==> config.mk <==
export PLATFORM = sky130hd
export DESIGN_NAME = a_bus_responder
export DESIGN_NICKNAME = d
export VERILOG_FILES = /design/src/rtl/a_bus_pkg.sv /design/src/rtl/a_bus_regfile.sv /design/src/rtl/a_bus_responder.sv
export SDC_FILE = /design/constraint.sdc
export NUM_CORES = 1
export LEC_CHECK = 0
export CAP_MARGIN = 20
export CORE_MARGIN = 2
export CORE_UTILIZATION = 36
export DETAILED_ROUTE_END_ITERATION = 16
export PLACE_DENSITY_LB_ADDON = 0.08
export SETUP_SLACK_MARGIN = 0.2
export SYNTH_ARGS = -nofsm -noshare
export SYNTH_HDL_FRONTEND = slang
export SYNTH_SLANG_ARGS = --single-unit
==> constraint.sdc <==
create_clock -name clk -period 5.55 [get_ports clk]
set_clock_uncertainty 0.05 [all_clocks]
set_input_delay 1.11 -clock clk [delete_from_list [all_inputs] [get_ports clk]]
set_output_delay 1.11 -clock clk [all_outputs]
set_load 0.1 [all_outputs]
==> src/rtl/a_bus_pkg.sv <==
// Shared types and constants for the A_Bus device-side responder.
// Holds the FSM state enum, default bus widths and the address-to-index helper.
package a_bus_pkg;

  localparam int unsigned ADDR_W_DEF = 8;
  localparam int unsigned DATA_W_DEF = 8;
  localparam int unsigned WR_BIT     = ADDR_W_DEF - 1;
  localparam logic [63:0] ERR_DATA   = '1;

  typedef enum logic [1:0] {
    IDLE,
    WAIT,
    GRANT
  } resp_state_e;

  // Register index is every address bit below the write flag.
  function automatic int unsigned idx_of(input logic [31:0] a, input int unsigned aw);
    logic [31:0] mask;
    mask = (32'd1 << (aw - 1)) - 32'd1;
    return a & mask;
  endfunction

endpackage

==> src/rtl/a_bus_regfile.sv <==
// NUM_REGS x DATA_W register file: one synchronous write port cleared by rst,
// plus combinational bus and debug read ports that return 0 out of range.
module a_bus_regfile
  import a_bus_pkg::*;
#(
  parameter int unsigned NUM_REGS = 16,
  parameter int unsigned DATA_W   = DATA_W_DEF
) (
  input  logic              clk,
  input  logic              rst,
  input  logic              we,
  input  logic [6:0]        w_idx,
  input  logic [DATA_W-1:0] w_data,
  input  logic [6:0]        rd_idx,
  output logic [DATA_W-1:0] rd_data,
  input  logic [6:0]        dbg_idx,
  output logic [DATA_W-1:0] dbg_data
);

  logic [DATA_W-1:0] mem_q [NUM_REGS];
  logic [DATA_W-1:0] mem_d [NUM_REGS];

  always_comb begin
    mem_d = mem_q;
    if (we) begin
      for (int unsigned i = 0; i < NUM_REGS; i++) begin
        if (w_idx == 7'(i)) mem_d[i] = w_data;
      end
    end
  end

  always_ff @(posedge clk) begin
    if (rst) mem_q <= '{default: '0};
    else     mem_q <= mem_d;
  end

  // Decoded reads avoid array-index width issues when NUM_REGS is not a power of two.
  always_comb begin
    rd_data  = '0;
    dbg_data = '0;
    for (int unsigned i = 0; i < NUM_REGS; i++) begin
      if (rd_idx == 7'(i))  rd_data  = mem_q[i];
      if (dbg_idx == 7'(i)) dbg_data = mem_q[i];
    end
  end

endmodule

==> src/rtl/a_bus_responder.sv <==
// Device-side end of the A_Bus req/gnt protocol: grants each request after
// GNT_DELAY cycles and serves reads/writes against an internal register file.
module a_bus_responder
  import a_bus_pkg::*;
#(
  parameter int unsigned GNT_DELAY = 2,
  parameter int unsigned NUM_REGS  = 16,
  parameter int unsigned DATA_W    = DATA_W_DEF,
  parameter int unsigned ADDR_W    = ADDR_W_DEF
) (
  input  logic              clk,
  input  logic              rst,
  input  logic              req,
  input  logic [ADDR_W-1:0] addr,
  output logic              gnt,
  input  logic [DATA_W-1:0] data_i,
  output logic [DATA_W-1:0] data_o,
  output logic              data_oe,
  output logic              err,
  output logic [15:0]       txn_cnt,
  input  logic [6:0]        dbg_idx,
  output logic [DATA_W-1:0] dbg_data
);

  if (GNT_DELAY < 1 || GNT_DELAY > 3) begin : g_bad_delay
    $error("a_bus_responder: GNT_DELAY must be 1..3");
  end
  if (NUM_REGS < 1 || NUM_REGS > 128) begin : g_bad_regs
    $error("a_bus_responder: NUM_REGS must be 1..128");
  end
  if (ADDR_W < 2 || ADDR_W > 32 || DATA_W < 1 || DATA_W > 64) begin : g_bad_width
    $error("a_bus_responder: unsupported ADDR_W/DATA_W");
  end

  // Offset from the package default keeps the write flag at the MSB for any ADDR_W.
  localparam int unsigned WR = WR_BIT + ADDR_W - ADDR_W_DEF;

  resp_state_e       state_q, state_d;
  logic [1:0]        cnt_q, cnt_d;
  logic [ADDR_W-1:0] a_q, a_d;
  logic              gnt_q, gnt_d;
  logic [DATA_W-1:0] data_o_q, data_o_d;
  logic              data_oe_q, data_oe_d;
  logic              err_q, err_d;
  logic [15:0]       txn_cnt_q, txn_cnt_d;

  int unsigned       idx_d, idx_q;
  logic              in_rng_d, in_rng_q;
  logic              grant_d, rd_d, we;
  logic [DATA_W-1:0] rf_rd;

  assign idx_d    = idx_of(32'(a_d), ADDR_W);
  assign idx_q    = idx_of(32'(a_q), ADDR_W);
  assign in_rng_d = idx_d < NUM_REGS;
  assign in_rng_q = idx_q < NUM_REGS;

  a_bus_regfile #(
    .NUM_REGS (NUM_REGS),
    .DATA_W   (DATA_W)
  ) u_regfile (
    .clk      (clk),
    .rst      (rst),
    .we       (we),
    .w_idx    (7'(idx_q)),
    .w_data   (data_i),
    .rd_idx   (7'(idx_d)),
    .rd_data  (rf_rd),
    .dbg_idx  (dbg_idx),
    .dbg_data (dbg_data)
  );

  // Outputs are computed from the next state so they line up with the GRANT cycle.
  always_comb begin
    state_d = state_q;
    cnt_d   = cnt_q;
    a_d     = a_q;
    unique case (state_q)
      IDLE: begin
        if (req) begin
          a_d     = addr;
          cnt_d   = 2'(GNT_DELAY - 1);
          state_d = (GNT_DELAY == 1) ? GRANT : WAIT;
        end
      end
      WAIT: begin
        cnt_d = cnt_q - 2'd1;
        if (cnt_q == 2'd1) state_d = GRANT;
      end
      GRANT:   state_d = IDLE;
      default: state_d = IDLE;
    endcase

    grant_d   = (state_d == GRANT);
    rd_d      = grant_d && !a_d[WR];
    gnt_d     = grant_d;
    data_oe_d = rd_d;
    err_d     = grant_d && !in_rng_d;
    data_o_d  = '0;
    if (rd_d) data_o_d = in_rng_d ? rf_rd : DATA_W'(ERR_DATA);

    we        = (state_q == GRANT) && a_q[WR] && in_rng_q;
    txn_cnt_d = txn_cnt_q;
    if (state_q == GRANT && txn_cnt_q != '1) txn_cnt_d = txn_cnt_q + 16'd1;
  end

  always_ff @(posedge clk) begin
    if (rst) begin
      state_q   <= IDLE;
      cnt_q     <= '0;
      a_q       <= '0;
      gnt_q     <= 1'b0;
      data_o_q  <= '0;
      data_oe_q <= 1'b0;
      err_q     <= 1'b0;
      txn_cnt_q <= '0;
    end else begin
      state_q   <= state_d;
      cnt_q     <= cnt_d;
      a_q       <= a_d;
      gnt_q     <= gnt_d;
      data_o_q  <= data_o_d;
      data_oe_q <= data_oe_d;
      err_q     <= err_d;
      txn_cnt_q <= txn_cnt_d;
    end
  end

  assign gnt     = gnt_q;
  assign data_o  = data_o_q;
  assign data_oe = data_oe_q;
  assign err     = err_q;
  assign txn_cnt = txn_cnt_q;

endmodule

==> out/metrics.cfg <==
[status]
status = finished, final reports clean

[critical_path]
worst_setup_path_start_kind = primary input
cp_max_fo = 8
cp_slowest_cell = a2bb2oi_1
path_class = primary input to primary output
cp.required_ps = 4390
cpLargestDelayFamily = compound AO/OA/AOI/OAI gates
r2r-start = state_q[0]$_SDFF_PP0_
worstPathArrival_ps = 3720
slowest_delay_ps = 460
path_buf_inv = 3
path_cells = clkdlybuf4s50_1, nor4_1, buf_4, nor2b_1, nand2_1, o31ai_1, o21ai_0, a32oi_1, a2bb2oi_1, buf_12
critPathCaptureType = primary output
setup.worst_path.start = dbg_idx[5]

[synthesis]
synth_xor_area_frac = 0.0130
synth-edff-count = 0
ys.flop_type = dfxtp_1
syn_nets = 1178
synth_top_family_by_area = simple AND/OR/NAND/NOR gates
avgSynthCellArea_um2 = 7.59
ys_warn_count = 0
synth_area_mm2 = 0.00873
synth_compound_area_frac = 0.235
synthMuxAreaShare = 0.0672
yosys.area_share.simple = 0.251
synth_cell_type_count = 67
ys_seq_elements = 167
synthTopCellsByArea = dfxtp_1, a21oi_1, nand2_1
yosysTopAreaCellShare = 0.383
synth_top_area_cell = dfxtp_1
synth_common_cells = nand2_1, a21oi_1, dfxtp_1
netlist_instances = 1150
synth_most_common_cell = nand2_1
ys_seq_area_frac = 0.383
synth_fa_ha_area_frac = 0.00287
synth_async_sr_flop_share = 0

[clock_tree]
clock-root-buffer = clkbuf_16
cts_made_buffers = 17
post_cts_buffers = 0
clk_pin_slew_worst_paths_ps = 70
cts_tree = yes
h-tree-depth = 4
clockBufferDepth = 2
postCtsHoldBufs = 0
postCtsResizedCells = 0
clock_sinks = 167
clk_latency_ps = 440

[place]
gp_congestion = 0.992
port-buffer-count = 60
dp_slack_ps = 741
place_hpwl_mm = 23.3

[timing]
rsz0062_at_grt = false
finalCritPeriodShare = 0.880
relSlewSlack = 0.322
maxSlewViolCount = 0
fin_tns_setup_ps = 0
max_freq_mhz = 205
setup_violations = 0
tightest_slew_ps = 1010
final_hold_viol_count = 0
setup_ws_ps = 668
min_period_ps = 4880

[cells_and_area]
final_layout_size_suffix_gt1_frac = 0.0944
num-fill-cells = 2457
nets = 1191
syn2layout_area_growth_pct = 17.7
fin_util = 0.435
diodes = 0

[drt]
post_drt_wl_per_cell_um = 22.8
drcViolationCount = 0
drt_iter0_drc = 1191
routed_wl_mm = 34.0
ant_nets = 0
firstDrtPassIters = 6
vias = 8985
via_per_inst = 6.01

[die]
fp.coreArea_mm2 = 0.0236
initial_core_util = 0.370
dieArea_mm2 = 0.0255
die_h_um = 160
rows = 56
io_pins = 61
die_w_um = 160

[global_routing]
antenna_found_initial = 0
grt_start_max_net_pins = 80
track_usage = 0.267
grt_overflow_total = 0
grt_pass1_vias = 8316
grt_pass1_wl_mm = 52.5

[worst_hold_path]
hold_class = register to register
worstHoldStart = u_regfile.mem_q[117]$_SDFFE_PP0P_

[run]
drv_cap = 0

[pwr]
p_leak_nw = 3.28
vdd_drop_max_uv = 132
powerDensity_mw_per_mm2 = 276

-- state kept, by name, indices dropped and copies added, names as in the netlist --
| register | count |
|---|---|
| data_o | 8 |
| state_q | 2 |
| txn_cnt | 16 |
| gnt | 1 |
| data_oe | 1 |
| a_q | 8 |
| err | 1 |
| cnt_q | 2 |
| u_regfile.mem_q | 128 |
-- stage by stage --
| stage | instance area [um2] | instances | hold slack [ps] | power, mW |
|---|---|---|---|---|
| after floorplan | 8740 | 1150 | 393 | 1.47 |
| after global placement | 9650 | 1461 | 406 | 1.61 |
| after detailed placement | 9660 | 1462 | 415 | 1.61 |
| after CTS | 10300 | 1494 | 424 | 2.85 |
| after global routing | 10300 | 1495 | 443 | 2.93 |
| final | 10300 | 1495 | 424 | 2.84 |
-- metal layers --
layer,GRT usage,wire [um],share of wire,vias to the layer above
li1,-,-,-,4185
met1,0.380,15800,0.46,4304
met2,0.397,14700,0.43,422
met3,0.0517,2450,0.072,74
met4,0.102,1100,0.032,0
met5,0,0,0,-
-- cell type report --
class | count | area, um2 | share of cell area
flip-flops and latches | 167 | 3340 | 0.325
multi-input cells | 881 | 5000 | 0.487
inverters | 8 | 30.0 | 0.00292
well taps | 319 | 399 | 0.0388
clock buffers | 18 | 439 | 0.0427
repair buffers | 88 | 903 | 0.0879
clock inverters | 14 | 161 | 0.0157
-- cells in the final DEF (no fill, tap or decap), types with 5 or more instances in the layout --
cell type,netlist,routed
a31oi_1,9,9
inv_1,8,8
nand4_1,7,7
a221oi_1,10,9
dfxtp_1,167,167
a22oi_1,16,16
and3_1,5,5
o22ai_1,26,26
nor2_1,61,58
buf_12,0,9
a222oi_1,6,6
xor2_1,9,9
o32ai_1,5,5
and2_1,7,7
o21ai_0,39,39
mux4_2,9,9
a21oi_1,169,169
a21o_1,6,6
a22o_1,5,5
mux2i_1,22,22
mux2_2,12,12
clkbuf_16,0,17
inv_6,0,5
buf_4,3,27
clkdlybuf4s50_1,0,50
o211ai_1,6,6
nand2_1,224,224
nor3_1,11,11
nand3_1,137,137
-- where the power goes --
part           total, mW  switching [mW]  internal (mW)
clock               1.25           0.560          0.687
combinational      0.374           0.261          0.113
sequential          1.22          0.0110           1.21
-- final timing paths --
check,to,cells after the start,slack [ps]
worst max-delay path,dbg_data[2],10,670
worst min-delay path,u_regfile.mem_q[117]$_SDFFE_PP0P_,2,420
worst max register to register,data_o[1]$_SDFF_PP0_,7,2220
worst min register to register,u_regfile.mem_q[117]$_SDFFE_PP0P_,2,420
-- kinds of logic after synthesis --
| group | count (synthesis) |
|---|---|
| AO/OA/AOI/OAI | 336 |
| adder cells (fa/ha/maj) | 2 |
| multiplexers | 45 |
| buffers and inverters | 102 |
| XOR/XNOR | 13 |
| AND/OR/NAND/NOR | 485 |
| flip-flops | 167 |
-- worst min-delay path: cells and delay by family, from the launching register on --
family             cells  cell delay, ps
AOI/OAI and AO/OA      1              50
and+or+nand+nor        1              50
DFF                    1             320
Power figures use the tool's default switching activity.
